--- config.mk ---
export PLATFORM = sky130hd
export DESIGN_NAME = serial_subtractor_nbit_flat
export DESIGN_NICKNAME = d
export VERILOG_FILES = /design/src/rtl/serial_subtractor_nbit_if.sv /design/src/rtl/serial_subtractor_nbit.sv /design/src/flat_wrapper.sv
export SDC_FILE = /design/constraint.sdc
export NUM_CORES = 1
export LEC_CHECK = 0
export ABC_AREA = 1
export CAP_MARGIN = 20
export CORE_UTILIZATION = 60
export DETAILED_ROUTE_END_ITERATION = 16
export DONT_BUFFER_PORTS = 1
export GPL_ROUTABILITY_DRIVEN = 0
export PLACE_DENSITY_LB_ADDON = 0.3
export SLEW_MARGIN = 20
export SYNTH_ARGS = -nofsm -noshare
export SYNTH_HDL_FRONTEND = slang
export SYNTH_SLANG_ARGS = --single-unit
--- constraint.sdc ---
create_clock -name clk -period 3.3 [get_ports clk]
set_clock_uncertainty 0.1 [all_clocks]
set_input_delay 0.825 -clock clk [delete_from_list [all_inputs] [get_ports clk]]
set_output_delay 0.825 -clock clk [all_outputs]
set_load 0.01 [all_outputs]
--- src/rtl/serial_subtractor_nbit_if.sv ---
`default_nettype none
// ============================================================================
// Module   : serial_subtractor_nbit_if
// Purpose  : Request/result bundle for the serial ripple-borrow subtractor.
// Revision : 1.0 - initial release
// ============================================================================
interface serial_subtractor_nbit_if #(
  parameter int BIT_WIDTH = 16
);
  logic                 start;
  logic [BIT_WIDTH-1:0] a;
  logic [BIT_WIDTH-1:0] b;
  logic                 borrow_in;
  logic [BIT_WIDTH-1:0] diff;
  logic                 borrow_out;
  logic                 overflow;
  logic                 busy;
  logic                 done;

  modport master (
    output start, a, b, borrow_in,
    input  diff, borrow_out, overflow, busy, done
  );

  modport slave (
    input  start, a, b, borrow_in,
    output diff, borrow_out, overflow, busy, done
  );
endinterface
`default_nettype wire

--- src/rtl/serial_subtractor_nbit.sv ---
`default_nettype none
// ============================================================================
// Module   : serial_subtractor_nbit
// Purpose  : Multi-cycle diff = a - b - borrow_in, CHUNK bits per BUSY cycle.
// Revision : 1.0 - initial release
// ============================================================================
module serial_subtractor_nbit #(
  parameter int BIT_WIDTH = 16,
  parameter int CHUNK     = 1
) (
  input wire                      clk,
  input wire                      rst,
  serial_subtractor_nbit_if.slave bus
);

  localparam int N     = BIT_WIDTH / CHUNK;
  localparam int CNT_W = (N > 1) ? $clog2(N) : 1;
  localparam int MSB   = BIT_WIDTH - 1;

  localparam logic [1:0] S_IDLE = 2'd0;
  localparam logic [1:0] S_BUSY = 2'd1;
  localparam logic [1:0] S_DONE = 2'd2;

  if ((CHUNK < 1) || ((BIT_WIDTH % CHUNK) != 0)) begin : g_param_check
    $fatal(1, "serial_subtractor_nbit: BIT_WIDTH must be a non-zero multiple of CHUNK");
  end

  logic [1:0]           r_state;
  logic [CNT_W-1:0]     r_cnt;
  logic [BIT_WIDTH-1:0] r_a;
  logic [BIT_WIDTH-1:0] r_b;
  logic                 r_borrow;
  logic [BIT_WIDTH-1:0] r_diff_sh;
  logic [BIT_WIDTH-1:0] r_diff;
  logic                 r_borrow_out;
  logic                 r_overflow;

  logic                 w_accept;
  logic                 w_last;
  logic [CHUNK-1:0]     w_a_chunk;
  logic [CHUNK-1:0]     w_b_chunk;
  logic [CHUNK:0]       w_sub;
  logic [BIT_WIDTH-1:0] w_diff_next;

  assign w_accept = bus.start && ((r_state == S_IDLE) || (r_state == S_DONE));
  assign w_last   = (r_state == S_BUSY) && (r_cnt == CNT_W'(N - 1));

  // Operands stay intact; the counter selects which slice is being resolved.
  assign w_a_chunk = CHUNK'(r_a >> (r_cnt * CHUNK));
  assign w_b_chunk = CHUNK'(r_b >> (r_cnt * CHUNK));
  assign w_sub     = {1'b0, w_a_chunk} - {1'b0, w_b_chunk} - {{CHUNK{1'b0}}, r_borrow};

  // Result slices enter at the top, so after N shifts the first slice sits at the LSBs.
  assign w_diff_next = (r_diff_sh >> CHUNK) |
                       (BIT_WIDTH'(w_sub[CHUNK-1:0]) << (BIT_WIDTH - CHUNK));

  always_ff @(posedge clk or posedge rst) begin
    if (rst) begin
      r_state      <= S_IDLE;
      r_cnt        <= '0;
      r_a          <= '0;
      r_b          <= '0;
      r_borrow     <= 1'b0;
      r_diff_sh    <= '0;
      r_diff       <= '0;
      r_borrow_out <= 1'b0;
      r_overflow   <= 1'b0;
    end else begin
      case (r_state)
        S_IDLE, S_DONE: begin
          if (w_accept) begin
            r_a      <= bus.a;
            r_b      <= bus.b;
            r_borrow <= bus.borrow_in;
            r_cnt    <= '0;
            r_state  <= S_BUSY;
          end else begin
            r_state  <= S_IDLE;
          end
        end
        S_BUSY: begin
          r_borrow  <= w_sub[CHUNK];
          r_diff_sh <= w_diff_next;
          r_cnt     <= r_cnt + CNT_W'(1);
          if (w_last) begin
            r_diff       <= w_diff_next;
            r_borrow_out <= w_sub[CHUNK];
            r_overflow   <= (r_a[MSB] != r_b[MSB]) && (w_diff_next[MSB] != r_a[MSB]);
            r_state      <= S_DONE;
          end
        end
        default: r_state <= S_IDLE;
      endcase
    end
  end

  assign bus.diff       = r_diff;
  assign bus.borrow_out = r_borrow_out;
  assign bus.overflow   = r_overflow;
  assign bus.busy       = (r_state == S_BUSY);
  assign bus.done       = (r_state == S_DONE);

`ifndef SYNTHESIS
  always @(posedge clk) begin
    if (!rst && w_accept) begin
      assert (!$isunknown({bus.a, bus.b, bus.borrow_in}))
        else $error("serial_subtractor_nbit: unknown operand bits on accepted start");
    end
  end
`endif

endmodule
`default_nettype wire

--- src/flat_wrapper.sv ---
// flat-port wrapper written by rule: the top's interface ports become plain ports
module serial_subtractor_nbit_flat 
#(
  parameter int BIT_WIDTH = 16,
  parameter int CHUNK     = 1
)
  (clk, rst, bus_start, bus_a, bus_b, bus_borrow_in, bus_diff, bus_borrow_out, bus_overflow, bus_busy, bus_done);
  serial_subtractor_nbit_if #(.BIT_WIDTH(BIT_WIDTH)) bus_i ();
  input wire clk;
  input wire rst;
  input wire logic [$bits(bus_i.start)-1:0] bus_start;
  input wire logic [$bits(bus_i.a)-1:0] bus_a;
  input wire logic [$bits(bus_i.b)-1:0] bus_b;
  input wire logic [$bits(bus_i.borrow_in)-1:0] bus_borrow_in;
  output wire logic [$bits(bus_i.diff)-1:0] bus_diff;
  output wire logic [$bits(bus_i.borrow_out)-1:0] bus_borrow_out;
  output wire logic [$bits(bus_i.overflow)-1:0] bus_overflow;
  output wire logic [$bits(bus_i.busy)-1:0] bus_busy;
  output wire logic [$bits(bus_i.done)-1:0] bus_done;
  assign bus_i.start = bus_start;
  assign bus_i.a = bus_a;
  assign bus_i.b = bus_b;
  assign bus_i.borrow_in = bus_borrow_in;
  assign bus_diff = bus_i.diff;
  assign bus_borrow_out = bus_i.borrow_out;
  assign bus_overflow = bus_i.overflow;
  assign bus_busy = bus_i.busy;
  assign bus_done = bus_i.done;
  serial_subtractor_nbit #(.BIT_WIDTH(BIT_WIDTH), .CHUNK(CHUNK)) u_core (.clk(clk), .rst(rst), .bus(bus_i));
endmodule
==> results.cfg, run 1 <==
[drt]
dr.pass1.iters = 4
drt_iter0_drc = 89
wire_per_inst_microns = 14.3
vias = 2130
via_per_inst = 5.26
wl_microns = 5790
final_antenna_net_count = 0
drcViolationCount = 0

[sta]
relSlewSlack_pct = 41.9
fin_crit_sh_pct = 77.0
rsz0062_at_grt = false
tns_ns = 0
timing_hold_violations_final = 0
min_period_ns = 2.54
max_freq_ghz = 0.394
finalSetupViolations = 0
fin_hold_ws_ns = 0.383
slew_viol_final = 0
worst_pin_slew_ns = 0.870

[floorplan]
die_x_microns = 74.4
die_h_microns = 74.4
core_sq_um = 4880
die_area_sq_um = 5540
start_util_pct = 64.5
ios = 56
row_count = 25

[grt]
antenna_found_initial = 0
grt_start_max_net_pins = 42
grt_pass1_wl_microns = 9520
grt_pass1_vias = 2029
track_usage_pct = 23.6
grt_overflow = 0

[pwr]
power_density_nw_per_um2 = 1060
vdd_drop_max_mv = 0.666
p_leak_nw = 1.63
power_mw = 3.60

[final_layout]
regArea_sq_um = 1800
nNetsFinal = 371
diodes = 0
fill_cells = 392
post-route-util_pct = 69.7
syn_to_final_growth_pct = 8.07
multi_input_area_sq_um = 1090
layout-drive-gt1-share_pct = 15.4

[setup_path]
critPathTopFamily = buffers and inverters
worst_path_max_delay_cell = fa_1
cp-start-kind = register
worstPathRequired_ns = 3.46
max_stage_delay_ns = 0.47
crit_start = u_core.r_cnt[0]
r2r-end = u_core.bus.overflow
cp.depth = 12
path_buf_inv = 4
ff2ff_path_depth = 12
worst_setup_path_end_kind = register
crit_chain = buf_4, clkinv_1, nand2_1, nand3_1, nand3_1, nand3_1, nand2_1, inv_1, fa_1, inv_1, nand3_1, a31oi_1
worstSetupPathType = reg -> reg
rrSetupSlack_ns = 0.76
critPathCapture = u_core.bus.overflow
r2r-start = u_core.r_cnt[0]
crit_top_cell = nand3_1
cp_max_fo = 20
arrival_ns = 2.70

[yosys]
synth-main-ff-cell = dfrtp_1
synth-edff-count = 0
ys_seq_area_share_pct = 57.2
syn-num-nets = 371
ys_warn_count = 0
synth-async-reset-ratio_pct = 100
syn_inst = 333
ys_ff_latch = 72
syn_area_per_cell_sq_um = 9.45
synth.distinct_cells = 25
syn_area_sq_um = 3150

[worst_hold_path]
hold_path.class = reg -> reg

[place]
numPortBuffers = 0
dp_hpwl_microns = 3890

[clocking]
cts_setup_buffers = 0
cts-resized-gates = 0
clockBufferDepth = 2
clock_sinks = 72
clock_latency_ns = 0.35
cts-root-buf = clkbuf_8
cts_tree = yes
clk_pin_slew_ns = 0.08
cts_buffers = 9
cts_htree_levels = 3
cts_hold_buffers = 0

[run_status]
status = completed

[run]
maxCapViolCount = 0
==> cell families after synthesis <==
kind of cell | Yosys count | share of synthesized area [%]
muxes | 18 | 6.40
AOI/OAI and AO/OA | 53 | 9.82
and+or+nand+nor | 129 | 17.3
buffers and inverters | 59 | 8.23
adders and majority gates | 2 | 1.03
DFF | 72 | 57.2
==> cells in the final DEF, fill, tap and decap left out, types with 2 or more instances in the layout <==
cell / count
a21oi_1: 21
a21oi_2: 10
buf_4: 4
clkbuf_8: 13
clkinv_1: 2
dfrtp_1: 72
inv_1: 39
inv_2: 2
mux2_2: 17
nand2_1: 59
nand3_1: 30
nor2_1: 37
o21ai_0: 19
==> registers in the layout (all words and copies together), names as in the netlist <==
signal / flops
u_core.bus.diff: 16
u_core.r_cnt: 4
u_core.r_b: 16
u_core.r_state: 2
u_core.r_a: 16
u_core.r_borrow: 1
u_core.bus.borrow_out: 1
u_core.bus.overflow: 1
u_core.r_diff_sh: 15
==> routing by layer <==
metal	share of wire, %	vias to the layer above	global-route usage [%]
li1	-	1060	-
met4	2.0	0	11.3
met3	4.6	13	6.78
met1	47	1013	32.6
met5	0	-	0
met2	46	44	34.6
==> stage by stage <==
stage          area (sq um)  worst slack [ns]  cells
2_1_floorplan          3150             0.550    333
3_3_place_gp           3180             0.957    389
3_5_place_dp           3180             0.840    389
4_1_cts                3400             0.790    405
5_1_grt                3400             0.536    405
6_report               3400             0.760    405
==> cells in the mapped netlist (3+ instances only) <==
cell type,instances,area (sq um)
nand2_1,59,221
inv_1,40,150
a21oi_2,10,87.6
buf_2,6,30.0
dfrtp_1,72,1800
mux2_2,17,191
clkbuf_1,3,11.3
o21ai_0,19,95.1
nand3_1,30,150
a21oi_1,21,105
nor2_1,37,139
buf_6,3,33.8
==> power breakdown <==
part | switching, mW | total (mW) | internal, mW
sequential | 0.306 | 1.61 | 1.30
clock | 0.316 | 0.748 | 0.431
combinational | 0.749 | 1.24 | 0.494
total | 1.37 | 3.60 | 2.23
==> how the worst min path moves through the flow <==
stage | from | endpoint | slack, ns | depth (start not counted)
after floorplan | u_core.r_diff_sh[1] | u_core.r_diff_sh[1] | 0.35 | 2
after global placement | u_core.r_diff_sh[1] | u_core.r_diff_sh[1] | 0.36 | 2
after detailed placement | u_core.r_diff_sh[1] | u_core.r_diff_sh[1] | 0.37 | 2
after CTS | u_core.r_diff_sh[1] | u_core.r_diff_sh[1] | 0.39 | 2
after global routing | u_core.r_diff_sh[1] | u_core.r_diff_sh[1] | 0.41 | 2
final | u_core.r_diff_sh[1] | u_core.r_diff_sh[1] | 0.38 | 2
==> worst reg2reg max path, cell delays in order, from the launching register on <==
cell and delay (ns):
dfrtp_1 0.32, buf_4 0.22, clkinv_1 0.40, nand2_1 0.19, nand3_1 0.09, nand3_1 0.09
nand3_1 0.08, nand2_1 0.07, inv_1 0.05, fa_1 0.47, inv_1 0.10, nand3_1 0.08
a31oi_1 0.20
==> layout make-up <==
type / instances / share of cell area, %
sequential: 72 / 53.0
clock inverter: 2 / 1.03
timing repair buffer: 5 / 1.47
inverter: 43 / 4.74
tap: 67 / 2.46
multi-input combinational: 202 / 32.0
clock buffer: 14 / 5.37
Power figures use the tool's default switching activity.
==> run 2: changes to the inputs <==
==> constraint.sdc (replaced) <==
create_clock -name clk -period 2.65 [get_ports clk]
set_clock_uncertainty 0.1 [all_clocks]
set_input_delay 0.6625 -clock clk [delete_from_list [all_inputs] [get_ports clk]]
set_output_delay 0.6625 -clock clk [all_outputs]
set_load 0.01 [all_outputs]
==> run 2 against run 1 <==
Compared with the run above:
- combinational power up 26%
- via count up 1.4%
- count of clock-buffer cells in the layout down 2
- design area down 1.3%
- global-route usage up 0.39 points
- sequential share of layout area up 0.71 points
- final cell count down 0.25%
- register-to-register slack worse by 0.45 ns
- maximum frequency up 8.4%
- critical path depth down 1
- core utilization down 0.92 points
- setup slack worse by 0.45 ns
==> results.cfg, run 2 (same netlist as run 1, synthesis figures left out) <==
[drt]
wire_per_inst_microns = 14.4
drcViolationCount = 0
via_per_inst = 5.34
final_antenna_net_count = 0
wl_microns = 5820
vias = 2159
dr.pass1.iters = 4
drt_iter0_drc = 199

[run]
maxCapViolCount = 0

[setup_path]
worstPathRequired_ns = 2.82
worstSetupPathType = reg -> reg
r2r-end = u_core.bus.overflow
critPathCapture = u_core.bus.overflow
cp_max_fo = 10
worst_setup_path_end_kind = register
crit_start = u_core.r_cnt[1]
arrival_ns = 2.51
ff2ff_path_depth = 11
cp-start-kind = register
r2r-start = u_core.r_cnt[1]
rrSetupSlack_ns = 0.31

[floorplan]
die_x_microns = 74.4
core_sq_um = 4880
die_h_microns = 74.4
ios = 56
die_area_sq_um = 5540
row_count = 25
start_util_pct = 64.5

[final_layout]
nNetsFinal = 371
mostFrequentLayoutCells = dfrtp_1, nand2_1, inv_1, nor2_1, nand3_1
diodes = 0
syn_to_final_growth_pct = 6.64
layout-drive-gt1-share_pct = 15.1
fin_cells = 404
multi_input_area_sq_um = 1090
regArea_sq_um = 1800
mostFrequentLayoutCell = dfrtp_1
fill_cells = 407

[run_status]
status = completed

[clocking]
cts_htree_levels = 3
clock_sinks = 72
clock_latency_ns = 0.34
cts-resized-gates = 0
cts_tree = yes
cts_hold_buffers = 0
cts_setup_buffers = 0
clockBufferDepth = 2
cts-root-buf = clkbuf_8
cts_buffers = 9
clk_pin_slew_ns = 0.07

[pwr]
power_density_nw_per_um2 = 1290
p_leak_nw = 1.61
vdd_drop_max_mv = 0.638

[place]
numPortBuffers = 0
dp_hpwl_microns = 3970
placedCellCount = 389

[worst_hold_path]
hold_path.class = in -> async

[sta]
min_period_ns = 2.34
tns_ns = 0
timing_hold_violations_final = 0
fin_crit_sh_pct = 88.4
finalSetupViolations = 0
slew_viol_final = 0
relSlewSlack_pct = 54.8
rsz0062_at_grt = false
max_freq_ghz = 0.427
worst_pin_slew_ns = 0.676

[grt]
grt_pass1_vias = 2203
grt_start_max_net_pins = 42
antenna_found_initial = 0
grt_pass1_wl_microns = 9740
track_usage_pct = 24.0
grt_overflow = 0
[run 2: stage by stage]
| step | power, mW | area, sq um | utilization (%) | hold WS, ns | worst slack (ns) |
|---|---|---|---|---|---|
| 6_report | 4.32 | 3360 | 68.8 | 0.195 | 0.307 |
| 5_1_grt | 4.69 | 3360 | 68.8 | 0.241 | 0.0887 |
| 4_1_cts | 4.35 | 3360 | 68.8 | 0.213 | 0.328 |
| 3_5_place_dp | 3.57 | 3180 | 65.3 | 0.375 | 0.324 |
| 3_3_place_gp | 3.48 | 3180 | 65.3 | 0.362 | 0.429 |
| 2_1_floorplan | 3.24 | 3150 | - | 0.349 | 0.0626 |
[run 2: where the power goes]
part           switching (mW)  internal [mW]  total [mW]
sequential              0.378           1.62        2.00
clock                   0.384          0.383       0.767
combinational           0.945          0.614        1.56
[run 2: area by class of cell]
type | count | area share [%]
clock inverter | 3 | 0.522
multi-input combinational | 202 | 32.4
timing repair buffer | 5 | 1.49
sequential | 72 | 53.7
clock buffer | 12 | 4.62
inverter | 43 | 4.81
tap | 67 | 2.50
[run 2: per-layer routing]
layer	share of wire [%]	GRT usage (%)	up-vias
met5	0	0	-
met4	0.96	8.81	0
met3	5.8	9.49	6
met2	48	36.6	55
met1	45	31.3	1038
li1	-	-	1060
[run 2: worst min path at each step]
stage                               from              endpoint  cells past startpoint
floorplan            u_core.r_diff_sh[1]   u_core.r_diff_sh[1]                      2
global placement     u_core.r_diff_sh[1]   u_core.r_diff_sh[1]                      2
detailed placement  u_core.r_diff_sh[15]  u_core.r_diff_sh[15]                      2
CTS                                  rst   u_core.bus.diff[12]                      1
global route                         rst   u_core.bus.diff[12]                      1
finish                               rst   u_core.bus.diff[11]                      1
[run 2: critical path, stage by stage, from the launching register on]
cell	delay, ns
dfrtp_1	0.52
clkinv_1	0.33
nor2_1	0.18
nand2_1	0.07
nand3_1	0.07
nand3_1	0.07
nand2_1	0.07
inv_1	0.05
fa_1	0.47
inv_1	0.10
nand3_1	0.08
a31oi_1	0.16
==> run 3: changes to the inputs <==
--- a/config.mk
+++ b/config.mk
@@ -7,10 +7,12 @@
 export LEC_CHECK = 0
 export ABC_AREA = 1
 export CAP_MARGIN = 20
+export CORE_MARGIN = 2
 export CORE_UTILIZATION = 60
 export DETAILED_ROUTE_END_ITERATION = 16
 export DONT_BUFFER_PORTS = 1
 export GPL_ROUTABILITY_DRIVEN = 0
+export MAX_ROUTING_LAYER = met4
 export PLACE_DENSITY_LB_ADDON = 0.3
 export SLEW_MARGIN = 20
 export SYNTH_ARGS = -nofsm -noshare
==> constraint.sdc (replaced) <==
create_clock -name clk -period 2.65 [get_ports clk]
set_clock_uncertainty 0.1 [all_clocks]
set_input_delay 0.3975 -clock clk [delete_from_list [all_inputs] [get_ports clk]]
set_output_delay 0.3975 -clock clk [all_outputs]
set_load 0.01 [all_outputs]
==> run 3 against run 2 <==
Compared with the run above:
- core utilization is 1.6 points lower
- count of clock-buffer cells in the layout down 3
- global-route usage is 1.5 points lower
- wire length is 2.9% lower
- maximum frequency barely moved
- clock power increased by 24%
- critical path type unchanged
- highest routed layer unchanged
==> results.cfg, run 3 (same netlist as run 1, synthesis figures left out) <==
[clocking]
clock_latency_ns = 0.34
clock_sinks = 72
cts_tree = yes
cts_htree_levels = 3
cts_buffers = 9
cts-root-buf = clkbuf_8
clk_pin_slew_ns = 0.08
clockBufferDepth = 2

[sta]
slew_viol_final = 0
min_period_ns = 2.34
timing_hold_violations_final = 0
finalSetupViolations = 0
max_freq_ghz = 0.427
relSlewSlack_pct = 56.7
worst_pin_slew_ns = 0.648
fin_crit_sh_pct = 88.4
rsz0062_at_grt = false
layout_setup_ws_ns = 0.308
tns_ns = 0

[pwr]
power_density_nw_per_um2 = 1320
vdd_drop_max_mv = 0.775
power_mw = 4.50
p_leak_nw = 1.63

[drt]
dr.pass1.iters = 4
drt_iter0_drc = 134
wl_microns = 5650
vias = 2144
via_per_inst = 5.23
wire_per_inst_microns = 13.8
final_antenna_net_count = 0
drcViolationCount = 0

[setup_path]
crit_chain = clkinv_1, nor2_1, nand2_1, nand3_1, nand3_1, nand2_1, inv_1, fa_1, inv_1, nand3_1, a31oi_1
cp-start-kind = register
max_stage_delay_ns = 0.54
worstSetupPathType = reg -> reg
worst_path_max_delay_cell = dfrtp_1
worst_setup_path_end_kind = register
cp_max_fo = 10
worstPathRequired_ns = 2.82
arrival_ns = 2.51
crit_top_cell = nand3_1

[final_layout]
mostFrequentLayoutCells = dfrtp_1, nand2_1, inv_1, nor2_1, nand3_1
fin_area_sq_um = 3410
mostFrequentLayoutCell = dfrtp_1
layout-drive-gt1-share_pct = 15.9
nNetsFinal = 373
diodes = 0
syn_to_final_growth_pct = 8.39
fin_cells = 410

[grt]
grt_start_max_net_pins = 51
track_usage_pct = 22.6
antenna_found_initial = 0
grt_overflow = 0
grt_pass1_wl_microns = 10100
grt_pass1_vias = 2216

[floorplan]
ios = 56
row_count = 26
die_h_microns = 76.4
die_area_sq_um = 5840
core_sq_um = 5070
die_x_microns = 76.4
start_util_pct = 62.0

[place]
numPortBuffers = 0
dp_slack_ns = 0.320
dp_hpwl_microns = 3870
dpl_cell_area_sq_um = 3180
placedCellCount = 393

[run]
maxCapViolCount = 0

[worst_hold_path]
hold_path.class = in -> reg

[run_status]
status = completed
## run 3: cell types whose count changed in the layout (fill, tap and decap cells not counted), sizes merged
cell and delta:
clkbuf -3, dlygate4sd3 +1, inv +1, bufinv +2, clkinv +1, buf +1
## run 3: area by class of cell
cell class | instances | area, sq um
Clock buffer | 9 | 124
Clock inverter | 7 | 95.1
Fill cell | 423 | 1660
Inverter | 43 | 161
Multi-Input combinational cell | 202 | 1090
Sequential cell | 72 | 1800
Tap cell | 70 | 87.6
Timing Repair Buffer | 7 | 55.1
## run 3: worst paths after layout
check,from,to,slack (ns),cells past startpoint
setup / recovery,u_core.r_cnt[1],u_core.bus.overflow,0.31,11
min in group asynchronous,rst,u_core.r_diff_sh[14],0.51,2
hold / removal,bus_a[0],u_core.r_a[0],0.10,1
hold reg to reg,u_core.r_diff_sh[4],u_core.r_diff_sh[4],0.39,2
setup reg to reg,u_core.r_cnt[1],u_core.bus.overflow,0.31,11
max in group asynchronous,rst,u_core.r_a[6],1.22,3
## run 3: power by group
part	leakage (nW)	switching [mW]	internal (mW)
sequential	0.854	0.380	1.62
clock	0.110	0.420	0.531
combinational	0.668	0.936	0.620
## run 3: repair_timing
item / in CTS / in global routing
resized for setup: 0 / 0
setup buffers: 0 / 0
hold buffers: 1 / 0
hold endpoints to repair: 31 / 0
## run 3: through the flow
step           utilization, %  hold slack (ns)
6_report                 67.2            0.103
5_1_grt                  67.2           0.0863
4_1_cts                  67.2           0.0892
3_5_place_dp             62.7            0.312
3_3_place_gp             62.7            0.308
2_1_floorplan               -            0.349
## run 3: critical path: cells and delay by family, from the launching register on
| kind | cells | cell delay (ns) |
|---|---|---|
| AOI/OAI and AO/OA | 1 | 0.16 |
| adders and majority gates | 1 | 0.46 |
| DFF | 1 | 0.54 |
| and+or+nand+nor | 6 | 0.51 |
| buffers and inverters | 3 | 0.50 |
## run 3: metal layers
layer | wire (microns) | share of wire, % | vias to the layer above | global-route usage, %
met5 | 0 | 0 | - | -
met3 | 323 | 5.7 | 10 | 5.69
li1 | - | - | 1062 | -
met1 | 2640 | 47 | 1009 | 30.2
met2 | 2600 | 46 | 63 | 33.4
met4 | 85 | 1.5 | 0 | 9.27
